**src/rtl/carpark_ctrl_multi_if.sv**
```systemverilog
// Lane-side signal bundle for carpark_ctrl_multi.
// The master drives sensors, ticket and payment; the slave drives bars, display and status.
interface carpark_ctrl_multi_if #(
    parameter int ID_W  = 3,
    parameter int FEE_W = 16
);
    logic             tick;
    logic             sin;
    logic             sout;
    logic [ID_W-1:0]  ticket_in;
    logic             pay;
    logic             bin;
    logic             bout;
    logic [ID_W-1:0]  ticket_out;
    logic             ticket_vld;
    logic [FEE_W-1:0] cost;
    logic             cost_vld;
    logic             err_ticket;
    logic             full;
    logic [ID_W:0]    free_cnt;

    modport master (
        output tick, sin, sout, ticket_in, pay,
        input  bin, bout, ticket_out, ticket_vld, cost, cost_vld,
        input  err_ticket, full, free_cnt
    );

    modport slave (
        input  tick, sin, sout, ticket_in, pay,
        output bin, bout, ticket_out, ticket_vld, cost, cost_vld,
        output err_ticket, full, free_cnt
    );
endinterface

```
**src/rtl/carpark_ctrl_multi.sv**
```systemverilog
// Multi-place car park: independent entry/exit lane FSMs, ticket table, fee calc.
// Define CARPARK_GRACE_EN to make stays up to GRACE_TICKS free of charge.
module carpark_ctrl_multi #(
    parameter int PMAX        = 5,
    parameter int ID_W        = 3,
    parameter int TW          = 16,
    parameter int BAR_CYCLES  = 5000,
    parameter int RATE        = 1,
    parameter int FEE_W       = 16,
    parameter int GRACE_TICKS = 10
) (
    input logic clk,
    input logic rst,
    carpark_ctrl_multi_if.slave cp
);
    localparam int BW = $clog2(BAR_CYCLES + 1);
    localparam int PW = TW + 32;
`ifdef CARPARK_GRACE_EN
    localparam int GRACE = GRACE_TICKS;
`else
    localparam int GRACE = 0;
`endif

    typedef enum logic [1:0] {E_IDLE, E_WAIT, E_OPEN} e_state_t;
    typedef enum logic [1:0] {X_IDLE, X_CALC, X_PAY, X_OPEN} x_state_t;

    e_state_t         e_st, e_nx;
    x_state_t         x_st, x_nx;
    logic [PMAX-1:0]  valid;
    logic [TW-1:0]    ts [PMAX];
    logic [TW-1:0]    now, ts_sel, dur, bill;
    logic [PW-1:0]    prod;
    logic [FEE_W-1:0] fee, cost_q;
    logic [ID_W:0]    free_q, free_nx;
    logic [ID_W-1:0]  free_id, id_q, tk_q;
    logic [BW-1:0]    e_cnt, x_cnt;
    logic             alloc, rel, id_ok, err_nx;
    logic             tk_vld_q, err_q, full_q;

    always_comb begin
        free_id = '0;
        for (int i = PMAX - 1; i >= 0; i--)
            if (!valid[i]) free_id = ID_W'(i);
    end

    always_comb begin
        id_ok  = 1'b0;
        ts_sel = '0;
        for (int i = 0; i < PMAX; i++) begin
            if (cp.ticket_in == ID_W'(i)) id_ok = valid[i];
            if (id_q == ID_W'(i)) ts_sel = ts[i];
        end
    end

    // Modular subtraction keeps the duration right across one counter wrap.
    always_comb begin
        dur  = now - ts_sel;
        bill = ({32'b0, dur} <= PW'(GRACE)) ? '0 : dur - TW'(GRACE);
        prod = PW'(bill) * PW'(RATE);
        fee  = (prod > PW'({FEE_W{1'b1}})) ? '1 : FEE_W'(prod);
    end

    always_comb begin
        e_nx  = e_st;
        alloc = 1'b0;
        unique case (e_st)
            E_IDLE:
                if (cp.sin) begin
                    if (free_q != '0) begin
                        alloc = 1'b1;
                        e_nx  = E_OPEN;
                    end else begin
                        e_nx = E_WAIT;
                    end
                end
            E_WAIT:
                if (!cp.sin) begin
                    e_nx = E_IDLE;
                end else if (free_q != '0) begin
                    alloc = 1'b1;
                    e_nx  = E_OPEN;
                end
            E_OPEN:
                if (e_cnt == BW'(BAR_CYCLES - 1)) e_nx = E_IDLE;
            default: e_nx = E_IDLE;
        endcase
    end

    always_comb begin
        x_nx   = x_st;
        rel    = 1'b0;
        err_nx = 1'b0;
        unique case (x_st)
            X_IDLE:
                if (cp.sout) begin
                    if (id_ok) x_nx = X_CALC;
                    else err_nx = 1'b1;
                end
            X_CALC: x_nx = X_PAY;
            X_PAY:
                if (cp.pay) begin
                    rel  = 1'b1;
                    x_nx = X_OPEN;
                end
            X_OPEN:
                if (x_cnt == BW'(BAR_CYCLES - 1)) x_nx = X_IDLE;
            default: x_nx = X_IDLE;
        endcase
    end

    assign free_nx = free_q - (ID_W+1)'(alloc) + (ID_W+1)'(rel);

    always_ff @(posedge clk) begin
        if (!rst) begin
            e_st <= E_IDLE;
            x_st <= X_IDLE;
        end else begin
            e_st <= e_nx;
            x_st <= x_nx;
        end
    end

    always_ff @(posedge clk) begin
        if (!rst) begin
            valid    <= '0;
            now      <= '0;
            free_q   <= (ID_W+1)'(PMAX);
            full_q   <= 1'b0;
            e_cnt    <= '0;
            x_cnt    <= '0;
            tk_q     <= '0;
            tk_vld_q <= 1'b0;
            err_q    <= 1'b0;
            cost_q   <= '0;
            id_q     <= '0;
        end else begin
            now      <= now + TW'(cp.tick);
            free_q   <= free_nx;
            full_q   <= (free_nx == '0);
            tk_vld_q <= alloc;
            err_q    <= err_nx;
            e_cnt    <= (e_st == E_OPEN) ? e_cnt + 1'b1 : '0;
            x_cnt    <= (x_st == X_OPEN) ? x_cnt + 1'b1 : '0;
            if (alloc) tk_q <= free_id;
            if (x_st == X_IDLE && cp.sout) id_q <= cp.ticket_in;
            if (x_st == X_CALC) cost_q <= fee;
            for (int i = 0; i < PMAX; i++) begin
                if (alloc && free_id == ID_W'(i)) begin
                    valid[i] <= 1'b1;
                    ts[i]    <= now;
                end
                if (rel && id_q == ID_W'(i)) valid[i] <= 1'b0;
            end
        end
    end

    assign cp.bin        = (e_st == E_OPEN);
    assign cp.bout       = (x_st == X_OPEN);
    assign cp.cost_vld   = (x_st == X_PAY);
    assign cp.cost       = cost_q;
    assign cp.ticket_out = tk_q;
    assign cp.ticket_vld = tk_vld_q;
    assign cp.err_ticket = err_q;
    assign cp.full       = full_q;
    assign cp.free_cnt   = free_q;
endmodule
```
**src/flat_wrapper.sv**
```systemverilog
// flat-port wrapper written by rule: the top's interface ports become plain ports
module carpark_ctrl_multi_flat 
#(
    parameter int PMAX        = 5,
    parameter int ID_W        = 3,
    parameter int TW          = 16,
    parameter int BAR_CYCLES  = 5000,
    parameter int RATE        = 1,
    parameter int FEE_W       = 16,
    parameter int GRACE_TICKS = 10
)
  (clk, rst, cp_tick, cp_sin, cp_sout, cp_ticket_in, cp_pay, cp_bin, cp_bout, cp_ticket_out, cp_ticket_vld, cp_cost, cp_cost_vld, cp_err_ticket, cp_full, cp_free_cnt);
  carpark_ctrl_multi_if #(.ID_W(ID_W), .FEE_W(FEE_W)) cp_i ();
  input logic clk;
  input logic rst;
  input wire logic [$bits(cp_i.tick)-1:0] cp_tick;
  input wire logic [$bits(cp_i.sin)-1:0] cp_sin;
  input wire logic [$bits(cp_i.sout)-1:0] cp_sout;
  input wire logic [$bits(cp_i.ticket_in)-1:0] cp_ticket_in;
  input wire logic [$bits(cp_i.pay)-1:0] cp_pay;
  output wire logic [$bits(cp_i.bin)-1:0] cp_bin;
  output wire logic [$bits(cp_i.bout)-1:0] cp_bout;
  output wire logic [$bits(cp_i.ticket_out)-1:0] cp_ticket_out;
  output wire logic [$bits(cp_i.ticket_vld)-1:0] cp_ticket_vld;
  output wire logic [$bits(cp_i.cost)-1:0] cp_cost;
  output wire logic [$bits(cp_i.cost_vld)-1:0] cp_cost_vld;
  output wire logic [$bits(cp_i.err_ticket)-1:0] cp_err_ticket;
  output wire logic [$bits(cp_i.full)-1:0] cp_full;
  output wire logic [$bits(cp_i.free_cnt)-1:0] cp_free_cnt;
  assign cp_i.tick = cp_tick;
  assign cp_i.sin = cp_sin;
  assign cp_i.sout = cp_sout;
  assign cp_i.ticket_in = cp_ticket_in;
  assign cp_i.pay = cp_pay;
  assign cp_bin = cp_i.bin;
  assign cp_bout = cp_i.bout;
  assign cp_ticket_out = cp_i.ticket_out;
  assign cp_ticket_vld = cp_i.ticket_vld;
  assign cp_cost = cp_i.cost;
  assign cp_cost_vld = cp_i.cost_vld;
  assign cp_err_ticket = cp_i.err_ticket;
  assign cp_full = cp_i.full;
  assign cp_free_cnt = cp_i.free_cnt;
  carpark_ctrl_multi #(.PMAX(PMAX), .ID_W(ID_W), .TW(TW), .BAR_CYCLES(BAR_CYCLES), .RATE(RATE), .FEE_W(FEE_W), .GRACE_TICKS(GRACE_TICKS)) u_core (.clk(clk), .rst(rst), .cp(cp_i));
endmodule
```
**config.mk**
```make
export PLATFORM = sky130hd
export DESIGN_NAME = carpark_ctrl_multi_flat
export DESIGN_NICKNAME = d
export VERILOG_FILES = /design/src/rtl/carpark_ctrl_multi_if.sv /design/src/rtl/carpark_ctrl_multi.sv /design/src/flat_wrapper.sv
export SDC_FILE = /design/constraint.sdc
export NUM_CORES = 1
export LEC_CHECK = 0
export CORE_MARGIN = 5
export CORE_UTILIZATION = 50
export CTS_BUF_LIST = sky130_fd_sc_hd__clkbuf_16
export DETAILED_ROUTE_END_ITERATION = 16
export MAX_ROUTING_LAYER = met4
export PLACE_DENSITY_LB_ADDON = 0.3
export SLEW_MARGIN = 20
export SYNTH_ARGS = -nofsm -noshare
export SYNTH_HDL_FRONTEND = slang
export SYNTH_SLANG_ARGS = --single-unit
```
**constraint.sdc**
```tcl
create_clock -name clk -period 4.56 [get_ports clk]
set_input_delay 0.912 -clock clk [delete_from_list [all_inputs] [get_ports clk]]
set_output_delay 0.912 -clock clk [all_outputs]
set_load 0.02 [all_outputs]
```
# ---- After elaboration in Yosys (flattened, before gate mapping)
# Memories as Yosys holds them, arrays and structs flattened.
# Index checks and enable logic that the tools add are counted.
dict set report word_totals {
  in_bits 9
  out_inout_bits 29
  ff_bits 80
  wordCells 147
  n_memories 1
  ram_bits 80
}
dict set report classes {
  n_eq_ne 26
  bitwise 1
  n_reduce_logical 33
  mux 61
  n_addsub 6
  magnitude_cmp 2
}
# name words width rd rd_clocked_by_memory_dff wr line_no
set mem_list {}
lappend mem_list {u_core.ts 5 16 5 0 1 carpark_ctrl_multi.sv:30} ;# logic [TW-1:0] ts [PMAX];
# op n
set op_table {}
lappend op_table {{$mux 16} 11}
lappend op_table {{$reduce_or 16->1} 4}
lappend op_table {{$mux 1} 30}
lappend op_table {{$mux 3} 9}
lappend op_table {{$add 13x1->13 const B} 2}
lappend op_table {{$eq 13x13->1 const B} 2}
lappend op_table {{$eq 3x2->1 const B} 6}
lappend op_table {{$mux 2} 9}
lappend op_table {{$add 16x1->16} 1}
lappend op_table {{$gt 16x16->1 const B} 1}
lappend op_table {{$le 16x1->1 const B} 1}
lappend op_table {{$sub 16x16->16} 1}
lappend op_table {{$reduce_or 2->1} 6}
lappend op_table {{$logic_and 1x1->1} 11}
lappend op_table {{$eq 3x1->1 const B} 3}
lappend op_table {{$eq 3x3->1 const B} 3}
lappend op_table {{$logic_not 3->1} 3}
lappend op_table {{$pmux 2 s4} 1}
lappend op_table {{$eq 2x2->1 const B} 3}
lappend op_table {{$ne 2x1->1 const B} 3}
lappend op_table {{$ne 2x2->1 const B} 3}
lappend op_table {{$pmux 2 s3} 1}
lappend op_table {{$reduce_and 3->1} 2}
lappend op_table {{$add 4x1->4} 1}
lappend op_table {{9 further kinds} 12}

# ---- Depth between registers and ports, before layout
dict set report logic_depth {
  ltp_word 15
  depth_mapped 14
  mapped_depth_nobuf 13
}

# ---- Worst setup path before layout
# No wires, ideal clock.
dict set report synth_timing {
  path_type {input to register}
  startpoint {in cp_sin}
  endpoint {mem u_core.ts[1][0], in the netlist u_core.ts[0][16] (enable)}
  required_time_ns 4.147
  setup_time_ns 0.413
  arrival_time_ns 3.023
  stages 5
  slack_ns 1.124
  path_cell_list {or3b_2 buf_2 inv_1 nand2_1 nor3b_1}
}
dict set report synth_between {
  elab_chain_cells 11
  elab_cells_between_ends 34
}
# item line_no
set synth_lines {}
lappend synth_lines {{start: declaration} flat_wrapper.sv:17} ;# input wire logic [$bits(cp_i.sin)-1:0] cp_sin;
lappend synth_lines {{$mux 1 (*)} carpark_ctrl_multi.sv:77} ;# if (!cp.sin) begin
lappend synth_lines {{$mux 1 (*)} --}
lappend synth_lines {{named net u_core.alloc} carpark_ctrl_multi.sv:37} ;# logic alloc, rel, id_ok, err_nx;
lappend synth_lines {{$logic_and 1x1->1} carpark_ctrl_multi.sv:148} ;# if (alloc && free_id == ID_W'(i)) begin
lappend synth_lines {{$mux 1} carpark_ctrl_multi.sv:148}
lappend synth_lines {{$mux 1} carpark_ctrl_multi.sv:124} ;# if (!rst) begin
lappend synth_lines {{$mux 1 (not written as such)} carpark_ctrl_multi.sv:150} ;# ts[i] <= now;
lappend synth_lines {{$reduce_or 16->1 (no line)} --}
lappend synth_lines {{$mux 3 (no line) or $mux 1 (tied branches) (4 in a row)} --}
lappend synth_lines {{end: declaration} carpark_ctrl_multi.sv:30}
# Mark *: on every way through the listed nets, which the timed path passes. The rest lies on a longest branch.

# ---- Worst setup path in the final report
dict set report layout_timing {
  startpoint {reg u_core.id_q[0]}
  endpoint {reg u_core.cost_q[12], in the netlist u_core.cp.cost[12]}
}
dict set report layout_between {
  elab_chain_cells 11
  elab_cells_between_ends 15
}
# item line_no
set layout_lines {}
lappend layout_lines {{start: declaration} carpark_ctrl_multi.sv:35} ;# logic [ID_W-1:0] free_id, id_q, tk_q;
lappend layout_lines {{start signal: assignment} carpark_ctrl_multi.sv:145} ;# if (x_st == X_IDLE && cp.sout) id_q <= cp.ticket_in;
lappend layout_lines {{$logic_not 3->1} carpark_ctrl_multi.sv:51} ;# if (id_q == ID_W'(i)) ts_sel = ts[i];
lappend layout_lines {{$mux 16 (4 in a row)} carpark_ctrl_multi.sv:51}
lappend layout_lines {{$mux 16 (*)} carpark_ctrl_multi.sv:51}
lappend layout_lines {{$sub 16x16->16 (*)} carpark_ctrl_multi.sv:57} ;# dur = now - ts_sel;
lappend layout_lines {{$le 16x1->1} carpark_ctrl_multi.sv:58} ;# bill = ({32'b0, dur} <= PW'(GRACE)) ? '0 : dur - TW'(GRACE);
lappend layout_lines {{$mux 16 (*)} carpark_ctrl_multi.sv:58}
lappend layout_lines {{$gt 16x16->1} carpark_ctrl_multi.sv:60} ;# fee = (prod > PW'({FEE_W{1'b1}})) ? '1 : FEE_W'(prod);
lappend layout_lines {{$mux 16 (*)} carpark_ctrl_multi.sv:60}
lappend layout_lines {{end signal: assignment} carpark_ctrl_multi.sv:134} ;# cost_q <= '0;
lappend layout_lines {{end signal: assignment} carpark_ctrl_multi.sv:146} ;# if (x_st == X_CALC) cost_q <= fee;
lappend layout_lines {{end: declaration} carpark_ctrl_multi.sv:33} ;# logic [FEE_W-1:0] fee, cost_q;
# Mark *: on every way between the ends. The rest lies on a longest branch, timed or not.
# A chain may end at the register's enable or synchronous reset.

==> results.tsv <==
stage	metric	value	unit
timing	final cycle utilization of the critical path	77.7	%
synth	flop and latch count out of synthesis	160	
power_and_ir_drop	power density over the cells	452	nW/µm²
layout	Non-Filler Instances	825	
routing	1st-pass router iterations	5	
layout	layout cell share with drive strength beyond 1	11.0	%
clock_tree	TritonCTS clock tree	done	
clock_tree	H-Tree Depth	4	
placed_design	Port-buffer cells	37	
setup_path	cells traversed along the worst timing path	mux4_2 > a22o_1 > ha_1 > inv_1 > fa_1 > a211oi_1 > o21bai_1 > o21ai_0 > a31oi_1 > xnor2_1 > a21oi_1	
setup_path	Worst setup EP type	flip-flop	
clock_tree	clock-pin transition on the worst setup and hold timing paths	0.06	ns
setup_path	delay of the slowest cell on the worst path	0.91	ns
clock_tree	clock sink count	160	
routing	average wire length per cell after detail routing	17.4	µm
routing	DRC violation count after routing	0	
routing	DR iter-0 viols	314	
floorplanning	Die Wd	128	µm
setup_path	data required time at the worst endpoint	4.87	ns
floorplanning	Starting Density	50.7	%
global_routing	Global Route met1 Usage	24.4	%
power_and_ir_drop	power share of the combinational group	19.7	%
layout	Area growth syn-to-layout	16.3	%
placed_design	pre-CTS setup slack	0.967	ns
timing	worst clock skew	0.0155	ns
clock_tree	Post-CTS Setup Bufs	0	
synth	Mapped Area	6980	µm²
setup_path	CP Capture Point	u_core.cp.cost[12]	
setup_path	critical path launch point type	flip-flop	
timing	slew margin rel.	39.8	%
routing	Antenna Nets Post-Route	0	
setup_path	maximum fanout along the worst path	13	
power_and_ir_drop	Power, Total	3670	µW
layout	Total Nets Final	671	
timing	Worst Tran Pin Value	0.902	ns
synth	number of enable-type register cells in the synthesized netlist	80	
synth	top flip-flop cell by instance count after synthesis	edfxtp_1	
setup_path	Critical Path Source	u_core.id_q[0]	
placed_design	GP Congestion	0.913	
power_and_ir_drop	relative contribution of sequential cells to total power	44.8	%
timing	min Tclk post-route	3.54	ns
timing	unrepaired setup endpoints after global routing	false	
power_and_ir_drop	Switching Fraction	28.9	%
synth	net count after synthesis	628	
global_routing	Overflow after GRT	0	
placed_design	HPWL Detailed	9.97	mm
floorplanning	CORE AREA	13800	µm²
setup_path	depth of the critical timing path with buffers and inverters included	11	
synth	Synth Area per Inst	11.9	µm²
routing	Vias	4732	
setup_path	start-to-end type of the worst setup path	flip-flop to flip-flop	
floorplanning	row count	43	
floorplanning	die height	128	µm
global_routing	GR Util All Layers	19.3	%
global_routing	met2 global-route usage	30.1	%
clock_tree	cell at the root of the clock tree	clkbuf_16	
power_and_ir_drop	Leak	0.00289	µW
timing	final hold vios	0	
floorplanning	overall die area	16400	µm²
timing	Setup-failing EPs final	0	
power_and_ir_drop	internal power summed over all cells	2610	µW
timing	Pins Over Slew Limit	0	
clock_tree	number of buffers created by CTS	17	
layout	final design utilization	58.9	%
clock_tree	post-cts resize count	0	
floorplanning	IO Count	38	
clock_tree	CTS Hold Buffers Added	0	
setup_path	Critical path buffers and inverters	1	
setup_path	data arrival time at the worst-slack endpoint	3.85	ns
setup_path	RR Endpoint	u_core.cp.cost[12]	
global_routing	pin count of the biggest net entering global routing	32	
synth	fraction of the yosys area taken by sequential cells	57.3	%
clock_tree	insertion delay of the later-clocked pin in the worst-skew pair	0.43	ns
routing	total detailed-routing wirelength	14.4	mm
global_routing	global routing usage on met3	4.92	%
timing	worst setup slack after layout	1.02	ns
global_routing	vias in the first global route	4716	
placed_design	number of placed instances with taps included	793	
setup_path	slack of the worst reg-to-reg path	1.02	ns
setup_path	standard cell with the maximum stage delay on the critical path	dfxtp_1	
global_routing	wire length of the first global-routing pass	23.9	mm
synth	number of warnings reported in the yosys synthesis log	0	
synth	FFs w/ async S/R, synth	0	%
timing	maximum clock rate	282	MHz
global_routing	highest-utilization routing layer at the global route stage	met2	
clock_tree	CTS max path bufs	2	
power_and_ir_drop	worst supply voltage drop on vdd	0.304	mV
worst_hold_path	min-delay worst type	flip-flop to flip-flop	
synth	Distinct cells, synth	55	
run	max-cap violations	0	
setup_path	startpoint of the most critical register-to-register path	u_core.id_q[0]	
setup_path	cell depth of the worst flop-to-flop path	11	
routing	vias per cell	5.74	
power_and_ir_drop	sw power	1060	µW
power_and_ir_drop	proportion of power drawn by the clock network	35.5	%
outcome	outcome	finished clean	
timing	setup TNS after final layout	0	ns
synth	gate count of the mapped netlist	589	
global_routing	antenna violations before repair	0	
layout	antenna cell count	0	
setup_path	Top delay family on crit path	compound AO/OA/AOI/OAI gates	
layout	leading cell types in the layout, fill and taps excluded	dfxtp_1, edfxtp_1, nor2_1, nand2_1, clkdlybuf4s50_1	
routing by layer:
metal / routed length (µm) / part of all wire, %
met5: 0 / 0
met4: 237 / 1.6
met3: 624 / 4.3
met2: 6880 / 48
met1: 6630 / 46
how the worst min path moves through the flow:
stage	startpoint	to	cells after the start
global route	u_core.e_cnt[0]	u_core.e_cnt[0]	1
CTS	u_core.e_cnt[0]	u_core.e_cnt[0]	1
global placement	u_core.x_cnt[0]	u_core.x_cnt[0]	1
floorplan	u_core.e_cnt[0]	u_core.e_cnt[0]	1
detailed placement	u_core.e_cnt[0]	u_core.e_cnt[0]	1
finish	u_core.e_cnt[0]	u_core.e_cnt[0]	1
Yosys cell counts (all sizes together) (7+ instances only):
master  count  share of area [%]
and3        8               0.79
nand2      41                2.2
a21oi      35                2.5
dfxtp      80                 23
nand3      23                1.6
xor2       29                3.6
ha         28                5.0
o21ai      18                1.3
nor3       11               0.86
clkbuf     18               0.97
nor2       56                3.0
a22oi      15                1.6
nand4      12                1.3
mux4       17                5.5
or3         7               0.63
edfxtp     80                 34
xnor2      13                1.6
inv        17               0.91
flip-flops by register name (all words and copies together) (netlist names):
register              cells
u_core.cp.full            1
u_core.cp.free_cnt        4
u_core.e_st               2
u_core.x_st               2
u_core.cp.ticket_vld      1
u_core.valid              5
u_core.x_cnt             13
u_core.cp.ticket_out      3
u_core.ts                80
u_core.cp.cost           16
u_core.cp.err_ticket      1
u_core.e_cnt             13
u_core.id_q               3
u_core.now               16
kinds of logic (layout without fill, tap and decap cells):
logic type               after synthesis  count (layout)  synth area share (%)
AND/OR/NAND/NOR                      189             189                  13.7
flip-flops                           160             160                  57.3
AO/OA/AOI/OAI                        105             105                  9.57
XOR/XNOR                              42              42                  5.27
adder cells (fa/ha/maj)               30              30                  5.59
buffers and inverters                 40              96                  2.19
multiplexers                          23              23                  6.36
metrics by stage:
stage | hold WS (ns) | instance area (µm²)
5_1_grt | 0.483 | 8120
3_5_place_dp | 0.449 | 7580
4_1_cts | 0.461 | 8120
6_report | 0.465 | 8120
2_1_floorplan | 0.418 | 6980
3_3_place_gp | 0.427 | 7580
power groups by stage:
stage / Combinational [µW] / Clock, µW / Sequential [µW]
final: 724 / 1300 / 1640
after global routing: 797 / 1390 / 1660
after CTS: 728 / 1330 / 1640
after global placement: 701 / 0 / 1670
after detailed placement: 722 / 0 / 1680
after floorplan: 419 / 0 / 1720
cell type report:
class / instances / area [µm²]
Clock buffer: 17 / 425
Timing Repair Buffer: 47 / 445
Multi-Input combinational cell: 389 / 2840
Clock inverter: 15 / 115
Sequential cell: 160 / 4000
Fill cell: 1119 / 5650
Tap cell: 180 / 225
Inverter: 17 / 63.8
Note: power is estimated with default switching activity, not from simulation.
==> RTL edit, RTL diff (same flow settings) <==
Re-encode `e_state_t` (3 states) as one-hot, 3 bits wide.
--- a/src/rtl/carpark_ctrl_multi.sv
+++ b/src/rtl/carpark_ctrl_multi.sv
@@ -21,7 +21,7 @@
     localparam int GRACE = 0;
 `endif
 
-    typedef enum logic [1:0] {E_IDLE, E_WAIT, E_OPEN} e_state_t;
+    typedef enum logic [2:0] {E_IDLE = 3'b001, E_WAIT = 3'b010, E_OPEN = 3'b100} e_state_t;
     typedef enum logic [1:0] {X_IDLE, X_CALC, X_PAY, X_OPEN} x_state_t;
 
     e_state_t         e_st, e_nx;
Behaviour: same outputs for any inputs over 10 cycles, from zero or initial values and one cycle with rst low; not proved beyond that.
==> RTL edit against the unedited design <==
Total power shrank 0.96%; final area up 0.69%; worst setup slack got worse by 0.011 ns; sequential cell count is 1 higher; area after synthesis rose by 0.43%; sequential share of layout area shrank 0.095 points; routed wire length increased by 0.44%; critical path type unchanged; largest cell class unchanged.
==> RTL edit: results (changes against the unedited design) <==
outcome=completed (unchanged); postcts setup bufs=0 (unchanged); MaxCap Viol Count=0 (unchanged); Pre-antenna DRT Iters=5 (unchanged); Post-CTS Resized=0 (unchanged); Synth Area in Adders=5.57% (was 5.59%); Synth Area in XOR/XNOR=5.75% (was 5.27%); syn nets=632 (was 628); nets=680 (was 671); Warnings, synthesis=0 (unchanged); Async S/R FF share, synth=0% (unchanged); initial antenna violation count=0 (unchanged); layout cells sized above 1=10.2% (was 11.0%); Max clock buf depth=2 (unchanged); hold depth=1 (unchanged); Hold Crit Class=reg2reg (unchanged); DRT Wirelength=14400 um (about the same); clk_lat worst skew=0.43 ns (about the same); critical path peak fanout=17 (was 13); hpwl dp=9920 um (was 9970 um); H-tree levels=4 (unchanged); clk root buf=clkbuf_16 (unchanged); Area contributors post-synth=edfxtp_1, dfxtp_1, mux4_2 (unchanged); Critical Path AT=3.85 ns (about the same); synth cell count leaders=dfxtp_1, edfxtp_1, nor2_1 (unchanged); clock transition at the registers of the reported paths=0.06 ns (about the same); proportion of synthesized area in mux cells=6.33% (was 6.36%); Antenna Cells=0 (unchanged); Top FF cell, synth=dfxtp_1 (was edfxtp_1); Static Leakage=2.95 nW (was 2.89 nW); FF-to-FF path depth=11 (unchanged); worst clock skew=0.00869 ns (was 0.0155 ns); Post-synth EDFFs=80 (unchanged); first-pass GRT wire length=24100 um (was 23900 um); sequential fraction of the synthesis area=57.4% (was 57.3%); max reg flops=80 (unchanged); CTS buffer count=17 (unchanged); pin count of the biggest net entering global routing=37 (was 32); Port Buffers=37 (unchanged); post-synthesis compound-gate area fraction=8.71% (was 9.57%); number of global-route vias before repair=4743 (was 4716); CP top delay family=compound AO/OA/AOI/OAI gates (unchanged); peak supply drop=0.289 mV (was 0.304 mV); Worst path slowest cell=fa_1 (was dfxtp_1); Largest Register=u_core.ts (unchanged); peak per-stage delay on the critical path=0.48 ns (was 0.91 ns); Tightest Pin Transition=0.814 ns (was 0.902 ns); fillers=1088 (was 1119); GRT Total Usage=19.5% (was 19.3%); initial DRC count=371 (was 314); gpl congestion=0.887 (was 0.913); via count=4589 (was 4732); Netlist cell types=54 (was 55)
-- RTL edit: cell count changes after synthesis, sizes merged, moves of 4 or more --
cell / unedited run / this run
nor2: 56 / 63
a21oi: 35 / 29
and3: 8 / 14
a31oi: 6 / 1
clkbuf: 18 / 13
nand2: 41 / 46
o21ai: 18 / 23
nand2b: 5 / 9
-- RTL edit: per-stage QoR --
| step | std cells | utilization, % | total power, mW | cell area [um^2] | setup WS, ns |
|---|---|---|---|---|---|
| after floorplan | 593 | - | 2.12 | 7010 | 1.26 |
| after global placement | 802 | 55.2 | 2.34 | 7630 | 1.21 |
| after detailed placement | 802 | 55.2 | 2.35 | 7630 | 1.09 |
| after CTS | 834 | 59.1 | 3.66 | 8180 | 1.03 |
| after global routing | 834 | 59.1 | 3.81 | 8180 | 0.632 |
| final | 834 | 59.1 | 3.63 | 8180 | 1.01 |
-- RTL edit: worst register-to-register path: cells and delay by family, from the launching register on --
kind,cells,cell delay [ns]
buffers and inverters,2,0.71
DFF,1,0.37
xor gates and xnor gates,1,0.16
and+or+nand+nor,2,0.58
adders and majority gates,1,0.48
AOI/OAI and AO/OA,5,1.12
-- RTL edit: power by group --
part	internal (mW)	switching, mW	total (mW)
combinational	0.307	0.378	0.684
sequential	1.58	0.0514	1.64
clock	0.746	0.568	1.31
total	2.64	0.997	3.63
-- RTL edit: final cells by class --
cell class,instances,area [um^2],share of cell area (%)
timing repair buffer,47,445,5.45
clock inverter,15,123,1.50
multi-input combinational,397,2870,35.1
inverter,17,63.8,0.781
clock buffer,17,425,5.20
sequential,161,4020,49.2
tap,180,225,2.75
-- RTL edit: final timing paths --
kind              slack, ns                  to       startpoint
hold / removal         0.44     u_core.e_cnt[0]  u_core.e_cnt[0]
hold reg to reg        0.44     u_core.e_cnt[0]  u_core.e_cnt[0]
setup / recovery       1.01  u_core.cp.cost[12]   u_core.id_q[2]
setup reg to reg       1.01  u_core.cp.cost[12]   u_core.id_q[2]
-- RTL edit: kinds of logic (layout without fill, tap and decap cells) --
| group | Yosys count | in the layout |
|---|---|---|
| AND/OR/NAND/NOR | 202 | 202 |
| flip-flops | 161 | 161 |
| AO/OA/AOI/OAI | 96 | 96 |
| XOR/XNOR | 46 | 46 |
| buffers and inverters | 35 | 96 |
| adder cells (fa/ha/maj) | 30 | 30 |
| multiplexers | 23 | 23 |
-- RTL edit: routing by layer --
metal	wire length, um	up-vias	GRT usage [%]
li1	-	2273	-
met1	6590	2187	24.2
met2	6960	102	31.4
met3	641	27	4.65
met4	240	0	6.74
met5	0	-	-
